===== src/rtl/alu_sched_if.sv =====
// Handshake and shared-ALU bus between two requesters, the scheduler and the ALU.
// slave = scheduler side, master = requesters plus ALU side.
interface alu_sched_if;
  logic       req0, req1;
  logic [1:0] o0, o1;
  logic [2:0] s0, s1;
  logic [7:0] a0, b0, a1, b1;
  logic       cin0, cin1;
  logic       gnt0, gnt1, done0, done1;
  logic [7:0] res;
  logic       cout;
  logic       busy;
  logic [1:0] alu_O;
  logic [2:0] alu_S;
  logic [7:0] alu_A, alu_B;
  logic       alu_C1, alu_G;
  logic [7:0] alu_F;
  logic       alu_C2;

  modport slave (
    input  req0, req1, o0, o1, s0, s1, a0, b0, a1, b1, cin0, cin1, alu_F, alu_C2,
    output gnt0, gnt1, done0, done1, res, cout, busy,
           alu_O, alu_S, alu_A, alu_B, alu_C1, alu_G
  );

  modport master (
    output req0, req1, o0, o1, s0, s1, a0, b0, a1, b1, cin0, cin1, alu_F, alu_C2,
    input  gnt0, gnt1, done0, done1, res, cout, busy,
           alu_O, alu_S, alu_A, alu_B, alu_C1, alu_G
  );
endinterface


===== src/rtl/alu_sched.sv =====
// Round-robin scheduler sharing one ALU between two requesters.
// IDLE -> EXEC (1 or 2 cycles by op) -> DONE -> IDLE; all ALU drives registered.
module alu_sched (
  input  logic      clk,
  input  logic      rst,
  alu_sched_if.slave bus
);
  typedef enum logic [1:0] {IDLE, EXEC, DONE} state_t;

  typedef struct packed {
    logic [1:0] o;
    logic [2:0] s;
    logic [7:0] a;
    logic [7:0] b;
    logic       cin;
  } op_t;

  state_t state, state_n;
  op_t    op0, op1, win_op;
  logic   last;     // last-served requester; also owner of the op in flight
  logic   pick1;
  logic   take;
  logic   finish;
  logic   cnt;      // EXEC cycles remaining after the current one

  assign op0 = {bus.o0, bus.s0, bus.a0, bus.b0, bus.cin0};
  assign op1 = {bus.o1, bus.s1, bus.a1, bus.b1, bus.cin1};

  // Requester 1 wins alone, or on a tie when requester 0 was served last.
  assign pick1  = bus.req1 & (~bus.req0 | ~last);
  assign win_op = pick1 ? op1 : op0;

  assign bus.busy = (state != IDLE);

  always_comb begin
    state_n = state;
    take    = 1'b0;
    finish  = 1'b0;
    case (state)
      IDLE: if (bus.req0 | bus.req1) begin
        take    = 1'b1;
        state_n = EXEC;
      end
      EXEC: if (cnt == 1'b0) begin
        finish  = 1'b1;
        state_n = DONE;
      end
      DONE:    state_n = IDLE;
      default: state_n = IDLE;
    endcase
  end

  always_ff @(posedge clk) begin
    if (rst) state <= IDLE;
    else     state <= state_n;
  end

  always_ff @(posedge clk) begin
    if (rst) begin
      bus.gnt0   <= 1'b0;
      bus.gnt1   <= 1'b0;
      bus.done0  <= 1'b0;
      bus.done1  <= 1'b0;
      bus.res    <= 8'h00;
      bus.cout   <= 1'b0;
      bus.alu_O  <= 2'b00;
      bus.alu_S  <= 3'b000;
      bus.alu_A  <= 8'h00;
      bus.alu_B  <= 8'h00;
      bus.alu_C1 <= 1'b0;
      bus.alu_G  <= 1'b1;
      last       <= 1'b1;
      cnt        <= 1'b0;
    end else begin
      bus.gnt0  <= take & ~pick1;
      bus.gnt1  <= take & pick1;
      bus.done0 <= finish & ~last;
      bus.done1 <= finish & last;
      if (take) begin
        {bus.alu_O, bus.alu_S, bus.alu_A, bus.alu_B, bus.alu_C1} <= win_op;
        bus.alu_G <= 1'b0;
        last      <= pick1;
        // shift and count need a second EXEC cycle
        cnt       <= (win_op.o == 2'b01) || (win_op.o == 2'b10);
      end else if (state == EXEC && !finish) begin
        cnt <= cnt - 1'b1;
      end
      if (finish) begin
        bus.res   <= bus.alu_F;
        bus.cout  <= bus.alu_C2;
        bus.alu_G <= 1'b1;
      end
    end
  end
endmodule


===== src/flat_wrapper.sv =====
// flat-port wrapper written by rule: the top's interface ports become plain ports
module alu_sched_flat 
  (clk, rst, bus_req0, bus_req1, bus_o0, bus_o1, bus_s0, bus_s1, bus_a0, bus_b0, bus_a1, bus_b1, bus_cin0, bus_cin1, bus_alu_F, bus_alu_C2, bus_gnt0, bus_gnt1, bus_done0, bus_done1, bus_res, bus_cout, bus_busy, bus_alu_O, bus_alu_S, bus_alu_A, bus_alu_B, bus_alu_C1, bus_alu_G);
  alu_sched_if bus_i ();
  input  logic clk;
  input  logic rst;
  input wire logic [$bits(bus_i.req0)-1:0] bus_req0;
  input wire logic [$bits(bus_i.req1)-1:0] bus_req1;
  input wire logic [$bits(bus_i.o0)-1:0] bus_o0;
  input wire logic [$bits(bus_i.o1)-1:0] bus_o1;
  input wire logic [$bits(bus_i.s0)-1:0] bus_s0;
  input wire logic [$bits(bus_i.s1)-1:0] bus_s1;
  input wire logic [$bits(bus_i.a0)-1:0] bus_a0;
  input wire logic [$bits(bus_i.b0)-1:0] bus_b0;
  input wire logic [$bits(bus_i.a1)-1:0] bus_a1;
  input wire logic [$bits(bus_i.b1)-1:0] bus_b1;
  input wire logic [$bits(bus_i.cin0)-1:0] bus_cin0;
  input wire logic [$bits(bus_i.cin1)-1:0] bus_cin1;
  input wire logic [$bits(bus_i.alu_F)-1:0] bus_alu_F;
  input wire logic [$bits(bus_i.alu_C2)-1:0] bus_alu_C2;
  output wire logic [$bits(bus_i.gnt0)-1:0] bus_gnt0;
  output wire logic [$bits(bus_i.gnt1)-1:0] bus_gnt1;
  output wire logic [$bits(bus_i.done0)-1:0] bus_done0;
  output wire logic [$bits(bus_i.done1)-1:0] bus_done1;
  output wire logic [$bits(bus_i.res)-1:0] bus_res;
  output wire logic [$bits(bus_i.cout)-1:0] bus_cout;
  output wire logic [$bits(bus_i.busy)-1:0] bus_busy;
  output wire logic [$bits(bus_i.alu_O)-1:0] bus_alu_O;
  output wire logic [$bits(bus_i.alu_S)-1:0] bus_alu_S;
  output wire logic [$bits(bus_i.alu_A)-1:0] bus_alu_A;
  output wire logic [$bits(bus_i.alu_B)-1:0] bus_alu_B;
  output wire logic [$bits(bus_i.alu_C1)-1:0] bus_alu_C1;
  output wire logic [$bits(bus_i.alu_G)-1:0] bus_alu_G;
  assign bus_i.req0 = bus_req0;
  assign bus_i.req1 = bus_req1;
  assign bus_i.o0 = bus_o0;
  assign bus_i.o1 = bus_o1;
  assign bus_i.s0 = bus_s0;
  assign bus_i.s1 = bus_s1;
  assign bus_i.a0 = bus_a0;
  assign bus_i.b0 = bus_b0;
  assign bus_i.a1 = bus_a1;
  assign bus_i.b1 = bus_b1;
  assign bus_i.cin0 = bus_cin0;
  assign bus_i.cin1 = bus_cin1;
  assign bus_i.alu_F = bus_alu_F;
  assign bus_i.alu_C2 = bus_alu_C2;
  assign bus_gnt0 = bus_i.gnt0;
  assign bus_gnt1 = bus_i.gnt1;
  assign bus_done0 = bus_i.done0;
  assign bus_done1 = bus_i.done1;
  assign bus_res = bus_i.res;
  assign bus_cout = bus_i.cout;
  assign bus_busy = bus_i.busy;
  assign bus_alu_O = bus_i.alu_O;
  assign bus_alu_S = bus_i.alu_S;
  assign bus_alu_A = bus_i.alu_A;
  assign bus_alu_B = bus_i.alu_B;
  assign bus_alu_C1 = bus_i.alu_C1;
  assign bus_alu_G = bus_i.alu_G;
  alu_sched u_core (.clk(clk), .rst(rst), .bus(bus_i));
endmodule

===== config.mk =====
export PLATFORM = sky130hd
export DESIGN_NAME = alu_sched_flat
export DESIGN_NICKNAME = d
export VERILOG_FILES = /design/src/rtl/alu_sched_if.sv /design/src/rtl/alu_sched.sv /design/src/flat_wrapper.sv
export SDC_FILE = /design/constraint.sdc
export NUM_CORES = 1
export LEC_CHECK = 0
export BUFFER_PORTS_ARGS = -buffer_cell sky130_fd_sc_hd__clkbuf_2
export CORE_ASPECT_RATIO = 2
export CORE_MARGIN = 10
export CORE_UTILIZATION = 43
export DETAILED_ROUTE_END_ITERATION = 12
export PLACE_DENSITY = 0.88
export SLEW_MARGIN = 30
export SYNTH_ARGS = -nofsm -noshare
export SYNTH_HDL_FRONTEND = slang
export SYNTH_SLANG_ARGS = --single-unit

===== constraint.sdc =====
create_clock -name clk -period 2 [get_ports clk]
set_input_delay 0 -clock clk [delete_from_list [all_inputs] [get_ports clk]]
set_output_delay 0 -clock clk [all_outputs]
set_load 0.01 [all_outputs]

==> impl_metrics.yaml, run 1 <==
grt:
  first_global_vias: 1945
  grt_antenna_before_repair: 0
  grt_start_max_net_pins: 19
  globalRouteTotalUtil: 0.169
  grt_pass1_wl_mm: 9.44
  overflow: 0
die:
  die_area_um2: 6760
  core_um2: 3610
  fp.dieW_um: 63.3
  start_util: 0.448
  rows: 31
  ios: 94
  die_h_um: 107
logic_synthesis:
  netlist_instances: 169
  synth.distinct_cells: 34
  yosys_register_bits: 40
  avgSynthCellArea_um2: 9.56
  synth_edf_count: 0
  synthesis.area_um2: 1620
  synth_area_leaders: "dfxtp_1 50%, a221o_1 5.6%, a22o_1 4.9%"
  synthArstFlopShare: 0
  synth-warning-count: 0
  synth.yosys.seq_area_share: 0.496
  yosysTopAreaCellShare: 0.496
  synth_ff_type: "dfxtp_1"
  yosysMostFrequentCell: "dfxtp_1"
  synthTopCellsByCount: "40 x dfxtp_1, 15 x inv_1, 14 x nand3_1, 13 x nor3_1"
  yosys.area.top_type: "dfxtp_1"
  mappedNetlistNets: 226
final_layout:
  multiInputGateArea_um2: 679
  num-nets-final: 365
  utilization: 0.736
  area_growth_pct: 64.4
  post-route-cell-area_um2: 2660
  n_antenna_cell: 0
  seq_area_um2: 801
  drive_gt1_frac: 0.409
  fillers: 264
pwr:
  pwr-share-clk: 0.277
  irDropWorstVdd_uv: 745
  p_switching_mw: 0.563
  p_sw_frac: 0.278
  p_seq_frac: 0.460
  p_leak_nw: 1.31
  combPwrFrac: 0.264
  internal_power_mw: 1.46
  p_per_area_nw_per_um2: 762
worst_setup_path:
  r2r_cells: 6
  cp.required_ns: 2.17
  crit_type: "reg2reg"
  reg2reg_to: "u_core.bus.alu_B[6]$_SDFFE_PP0P_"
  crit_path_end_kind: "flip-flop"
  worst-r2r-setup-slack_ns: 0.05
  crit_path_start_kind: "flip-flop"
  rr_startpoint: "u_core.state[0]$_SDFFE_PP0P_"
  arrival_ns: 2.12
  cp_max_fo: 8
flow_run:
  maxCapViolCount: 0
sta:
  worst_slew_pin_slew_ns: 0.644
  setup_slack_ns: 0.0538
  hold_violations: 0
  fin_crit_ns: 1.95
  slew_violations: 0
  max_freq_ghz: 0.514
  max_slew_margin: 0.569
  holdWs_ns: 0.0694
  period_share: 0.973
  finalSetupViolCount: 0
  finalClockSkew_ns: 0.00326
drt:
  drt_iter0_markers: 83
  wirelength_mm: 6.14
  via_count: 1860
  firstDrtPassIters: 4
  via_per_inst: 5.21
  drc: 0
  ant_nets: 0
  avgRoutedWirePerCell_um: 17.2
placed_design:
  dpl_cell_area_um2: 2080
  pre_cts_ws_ns: 0.356
  io_buffers: 93
  routabilityCongestion: 0.781
  detailed_place_hpwl_mm: 4.06
clock_network:
  clock_path_buffers: 2
  clk_pin_slew_ns: 0.07
  insertion_delay_ns: 0.28
  cts.sinks: 40
  htree_levels: 2
  cts_buffers: 5
  cts_tree: "done"
  root_buffer: "clkbuf_8"
worst_hold_path:
  hold_path.class: "in2reg"
  whs_endpoint: "u_core.cnt$_SDFFE_PP0P_"
  min_path_cells: 4
  hp-start: "bus_o0[0]"
outcome:
  status: "completed"
==> area by class of cell <==
cell class,instances,area share
Inverter,15,0.0226
Sequential cell,40,0.302
Timing Repair Buffer,145,0.361
Multi-Input combinational cell,101,0.256
Clock buffer,7,0.0363
Tap cell,49,0.0231
==> stage by stage <==
stage | power, mW | cells | TNS (ns)
finish | 2.02 | 357 | 0
floorplan | 1.17 | 169 | 0
CTS | 1.98 | 347 | 0
global placement | 1.34 | 301 | 0
detailed placement | 1.35 | 301 | 0
global route | 2.12 | 357 | -0.0672
==> flip-flops by register name (all words and copies together) (netlist names) <==
signal and flops:
u_core.bus.alu_A 8, u_core.bus.alu_B 8, u_core.bus.res 8, u_core.bus.alu_S 3, u_core.bus.alu_O 2, u_core.state 2, u_core.bus.alu_C1 1, u_core.bus.alu_G 1
u_core.bus.cout 1, u_core.bus.done0 1, u_core.bus.done1 1, u_core.bus.gnt0 1, u_core.bus.gnt1 1, u_core.cnt 1, u_core.last 1
==> placed cells by master, fill, tap and decap left out <==
| master | netlist | layout |
|---|---|---|
| buf_4 | 1 | 10 |
| nor3b_1 | 1 | 1 |
| a21bo_2 | 1 | 1 |
| nor3b_2 | 1 | 1 |
| or3_1 | 1 | 1 |
| or2_2 | 1 | 1 |
| nand2_1 | 6 | 6 |
| nand2b_4 | 1 | 1 |
| inv_1 | 15 | 14 |
| o41ai_1 | 1 | 1 |
| a22o_1 | 9 | 9 |
| clkinvlp_4 | 0 | 1 |
| nor2_2 | 0 | 1 |
| a311oi_1 | 2 | 2 |
| nor3_2 | 1 | 1 |
| a21oi_2 | 0 | 1 |
| xor2_1 | 2 | 2 |
| o21ai_0 | 8 | 8 |
| nor2_1 | 7 | 6 |
| a31oi_1 | 7 | 7 |
| o2111ai_1 | 1 | 1 |
| dlygate4sd3_1 | 0 | 40 |
| dfxtp_1 | 40 | 40 |
| buf_6 | 2 | 1 |
| and3_2 | 1 | 1 |
| a221o_2 | 5 | 5 |
| a21boi_0 | 1 | 1 |
| clkbuf_8 | 0 | 7 |
| nand3_1 | 14 | 14 |
| and3_1 | 1 | 1 |
| nand3b_1 | 1 | 1 |
| clkbuf_2 | 0 | 94 |
| nor3_1 | 13 | 13 |
| a221o_1 | 9 | 9 |
| a21oi_1 | 4 | 3 |
| nor4_1 | 1 | 1 |
| nand2b_1 | 1 | 1 |
==> critical path, cell delays in order (launching register included) <==
cell	delay, ns
dfxtp_1	0.36
nor2_2	0.16
buf_6	0.16
clkinvlp_4	0.15
o21ai_0	0.25
a31oi_1	0.15
dlygate4sd3_1	0.60
==> repair_timing <==
action	4_1_cts	5_1_grt
setup endpoints to repair	0	8
buffers inserted	0	9
hold buffers	39	1
gates resized for setup	0	3
endpoints found under the hold margin	31	1
==> cell families (layout without fill, tap and decap cells) <==
logic type                count (synthesis)  after routing  synth area share
and+or+nand+nor                          51             51             0.170
DFF                                      40             40             0.496
AOI/OAI and AO/OA                        48             48             0.236
xor gates and xnor gates                  2              2            0.0108
buffers and inverters                    28            167            0.0875
==> worst max path at each step <==
stage	startpoint	to	slack, ns	cells past startpoint
3_3_place_gp	bus_req1	u_core.bus.alu_B[2]$_SDFFE_PP0P_	0.43	4
6_report	u_core.state[0]$_SDFFE_PP0P_	u_core.bus.alu_B[6]$_SDFFE_PP0P_	0.05	6
3_5_place_dp	bus_req1	u_core.bus.alu_B[2]$_SDFFE_PP0P_	0.36	4
5_1_grt	u_core.state[0]$_SDFFE_PP0P_	u_core.bus.alu_B[6]$_SDFFE_PP0P_	-0.04	6
4_1_cts	u_core.state[0]$_SDFFE_PP0P_	u_core.bus.alu_O[0]$_SDFFE_PP0P_	0.11	6
2_1_floorplan	u_core.last$_SDFFE_PP1P_	u_core.bus.alu_A[0]$_SDFFE_PP0P_	0.58	6
==> power by group through the flow <==
stage / clock (mW) / combinational [mW] / sequential (mW)
global placement: 0 / 0.396 / 0.941
finish: 0.560 / 0.533 / 0.930
detailed placement: 0 / 0.405 / 0.944
floorplan: 0 / 0.200 / 0.972
global route: 0.608 / 0.577 / 0.939
CTS: 0.575 / 0.477 / 0.927
==> metal layers <==
layer,up-vias,share of wire,global-route usage
met5,-,0,0
met4,0,0.042,0.101
met3,21,0.063,0.0407
met2,90,0.54,0.312
met1,852,0.35,0.163
li1,897,-,-
(Power assumes the default switching activity.)
==> run 2, diff against run 1 <==
--- a/config.mk
+++ b/config.mk
@@ -5,12 +5,12 @@
 export SDC_FILE = /design/constraint.sdc
 export NUM_CORES = 1
 export LEC_CHECK = 0
-export BUFFER_PORTS_ARGS = -buffer_cell sky130_fd_sc_hd__clkbuf_2
 export CORE_ASPECT_RATIO = 2
 export CORE_MARGIN = 10
-export CORE_UTILIZATION = 43
+export CORE_UTILIZATION = 55
 export DETAILED_ROUTE_END_ITERATION = 12
-export PLACE_DENSITY = 0.88
+export DONT_BUFFER_PORTS = 1
+export PLACE_DENSITY = 0.79
 export SLEW_MARGIN = 30
 export SYNTH_ARGS = -nofsm -noshare
 export SYNTH_HDL_FRONTEND = slang
==> constraint.sdc (replaced) <==
create_clock -name clk -period 2.1 [get_ports clk]
set_input_delay 0 -clock clk [delete_from_list [all_inputs] [get_ports clk]]
set_output_delay 0 -clock clk [all_outputs]
set_load 0.01 [all_outputs]
==> run 2 against run 1 <==
Clock power is 6.4% lower. Non-clock buffer count down 97. Highest routed layer unchanged. Sequential power increased by 0.5%. Sequential share of layout area rose by 7.1 points. Cell area decreased by 19%. Die area is 17% lower. Routed wire length fell by 5.7%. Register-to-register slack better by 0.02 ns. First-iteration DRC count fell by 41%. Combinational power down 38%. Count of clock-buffer cells in the layout up 1.
==> impl_metrics.yaml, run 2 (synthesized netlist as in run 1, its figures left out) <==
clock_network:
  insertion_delay_ns: 0.29
  cts_setup_buffers: 0
  clock_path_buffers: 2
  cts_buffers: 5
  root_buffer: "clkbuf_8"
  clk_pin_slew_ns: 0.07
  cts_tree: "done"
  htree_levels: 2
  cts.sinks: 40
final_layout:
  final_cell_mix: "45 x dlygate4sd3_1, 40 x dfxtp_1, 14 x nand3_1, 14 x inv_1, 13 x nor3_1"
  final_common_cell: "dlygate4sd3_1"
  utilization: 0.767
  top_regs: "u_core.bus.alu_A: 8 flops, u_core.bus.alu_B: 8 flops, u_core.bus.res: 8 flops"
  drive_gt1_frac: 0.117
  n_antenna_cell: 0
  num-nets-final: 269
  post-route-cell-area_um2: 2150
  fillers: 177
  area_growth_pct: 33.2
pwr:
  p_sw_frac: 0.292
  pwr-share-clk: 0.293
  p_per_area_nw_per_um2: 832
  p_leak_nw: 0.870
  irDropWorstVdd_uv: 596
  combPwrFrac: 0.185
  p_switching_mw: 0.522
  internal_power_mw: 1.27
  p_seq_frac: 0.523
drt:
  via_per_inst: 6.56
  firstDrtPassIters: 4
  wl_met2_mm: 3.05
  wl_met3_um: 637
  drc: 0
  ant_nets: 0
  wirelength_mm: 5.79
  via_count: 1588
  routed.top_layer: "met4"
  avgRoutedWirePerCell_um: 23.9
  wl_met1_mm: 1.77
  drt_iter0_markers: 49
worst_setup_path:
  crit_path_end_kind: "flip-flop"
  worstPathCellList: "a21bo_2, nand2_1, a311oi_1, dlygate4sd3_1"
  arrival_ns: 2.26
  crit_slowest_cell: "dlygate4sd3_1"
  r2r_cells: 4
  cp.required_ns: 2.34
  reg2reg_to: "u_core.bus.alu_O[1]$_SDFFE_PP0P_"
  slowest_delay_ns: 0.60
  rr_startpoint: "u_core.last$_SDFFE_PP1P_"
  crit_type: "reg2reg"
  cp_max_fo: 17
  worst-r2r-setup-slack_ns: 0.07
  crit_path_start_kind: "flip-flop"
die:
  ios: 94
  core_um2: 2800
  start_util: 0.576
  die_h_um: 96.6
  fp.dieW_um: 58.3
  rows: 27
  die_area_um2: 5640
sta:
  slew_violations: 0
  worst_slew_pin_slew_ns: 0.739
  finalClockSkew_ns: 0.00825
  hold_violations: 0
  holdWs_ns: 0.0491
  max_slew_margin: 0.506
  max_freq_ghz: 0.493
  finalSetupViolCount: 0
  period_share: 0.966
  rsz0062_at_grt: "false"
  fin_crit_ns: 2.03
  finalSetupTns_ns: 0
placed_design:
  io_buffers: 0
  dpl_cell_area_um2: 1590
  detailed_place_hpwl_mm: 3.62
  routabilityCongestion: 0.786
worst_hold_path:
  whs_endpoint: "u_core.bus.alu_C1$_SDFFE_PP0P_"
  min_path_cells: 3
  hold_path.class: "in2reg"
  hp-start: "bus_cin1"
grt:
  grt_pass1_wl_mm: 8.98
  grt_antenna_before_repair: 0
  globalRouteTotalUtil: 0.199
  grt_start_max_net_pins: 18
  first_global_vias: 1728
  overflow: 0
outcome:
  status: "completed"
flow_run:
  maxCapViolCount: 0
run 2: changes by cell type in the layout (fill, tap and decap cells not counted):
cell,before,now
clkbuf_2,94,0
clkbuf_1,0,2
nor2_1,6,5
buf_4,10,2
o21ai_0,8,5
nor2_2,1,2
clkbuf_8,7,6
clkinvlp_2,0,1
dlygate4sd3_1,40,45
o21ai_1,0,3
run 2: metrics by stage:
| stage | worst slack (ns) | std cells | power (mW) |
|---|---|---|---|
| 6_report | 0.0716 | 242 | 1.79 |
| 2_1_floorplan | 0.682 | 169 | 1.12 |
| 5_1_grt | 0.00932 | 242 | 1.86 |
| 3_3_place_gp | 0.630 | 188 | 1.15 |
| 4_1_cts | 0.143 | 241 | 1.76 |
| 3_5_place_dp | 0.470 | 188 | 1.16 |
run 2: area by class of cell:
cell class | instances | area, um^2 | area share
Timing Repair Buffer | 48 | 477 | 0.222
Clock buffer | 8 | 90.1 | 0.0419
Multi-Input combinational cell | 101 | 682 | 0.317
Tap cell | 29 | 36.3 | 0.0169
Sequential cell | 40 | 801 | 0.372
Timing Repair inverter | 1 | 5.00 | 0.00233
Inverter | 15 | 60.1 | 0.0279
run 2: critical path: cells and delay by family (launching register included):
family          cells  cell delay [ns]
flops               1             0.43
buf+inv             1             0.60
compound gates      2             0.79
simple gates        1             0.16
run 2: timing repair:
action | CTS | global route
endpoints found under the hold margin | 38 | 0
hold buffers | 45 | 0
resized for setup | 0 | 7
endpoints found under the setup margin | 0 | 6
run 2: how the worst max path moves through the flow:
stage	start	end	slack, ns	cells after the start
2_1_floorplan	u_core.last$_SDFFE_PP1P_	u_core.bus.alu_A[0]$_SDFFE_PP0P_	0.68	6
4_1_cts	u_core.state[1]$_SDFFE_PP0P_	u_core.bus.alu_O[0]$_SDFFE_PP0P_	0.14	6
3_3_place_gp	u_core.state[1]$_SDFFE_PP0P_	u_core.bus.alu_B[4]$_SDFFE_PP0P_	0.63	3
5_1_grt	u_core.state[1]$_SDFFE_PP0P_	u_core.bus.alu_S[1]$_SDFFE_PP0P_	0.009	6
6_report	u_core.last$_SDFFE_PP1P_	u_core.bus.alu_O[1]$_SDFFE_PP0P_	0.07	4
3_5_place_dp	u_core.state[1]$_SDFFE_PP0P_	u_core.bus.alu_B[3]$_SDFFE_PP0P_	0.47	3
run 2: metal layers:
layer | GRT usage | vias to the layer above
met5 | 0 | -
met4 | 0.130 | 0
met3 | 0.0954 | 30
met2 | 0.342 | 110
met1 | 0.171 | 744
li1 | - | 704
run 2: power groups by stage:
stage / clock, mW / sequential [mW] / combinational [mW]
floorplan: 0 / 0.926 / 0.190
global placement: 0 / 0.948 / 0.200
detailed placement: 0 / 0.950 / 0.213
CTS: 0.524 / 0.934 / 0.298
global route: 0.556 / 0.946 / 0.357
finish: 0.524 / 0.935 / 0.330
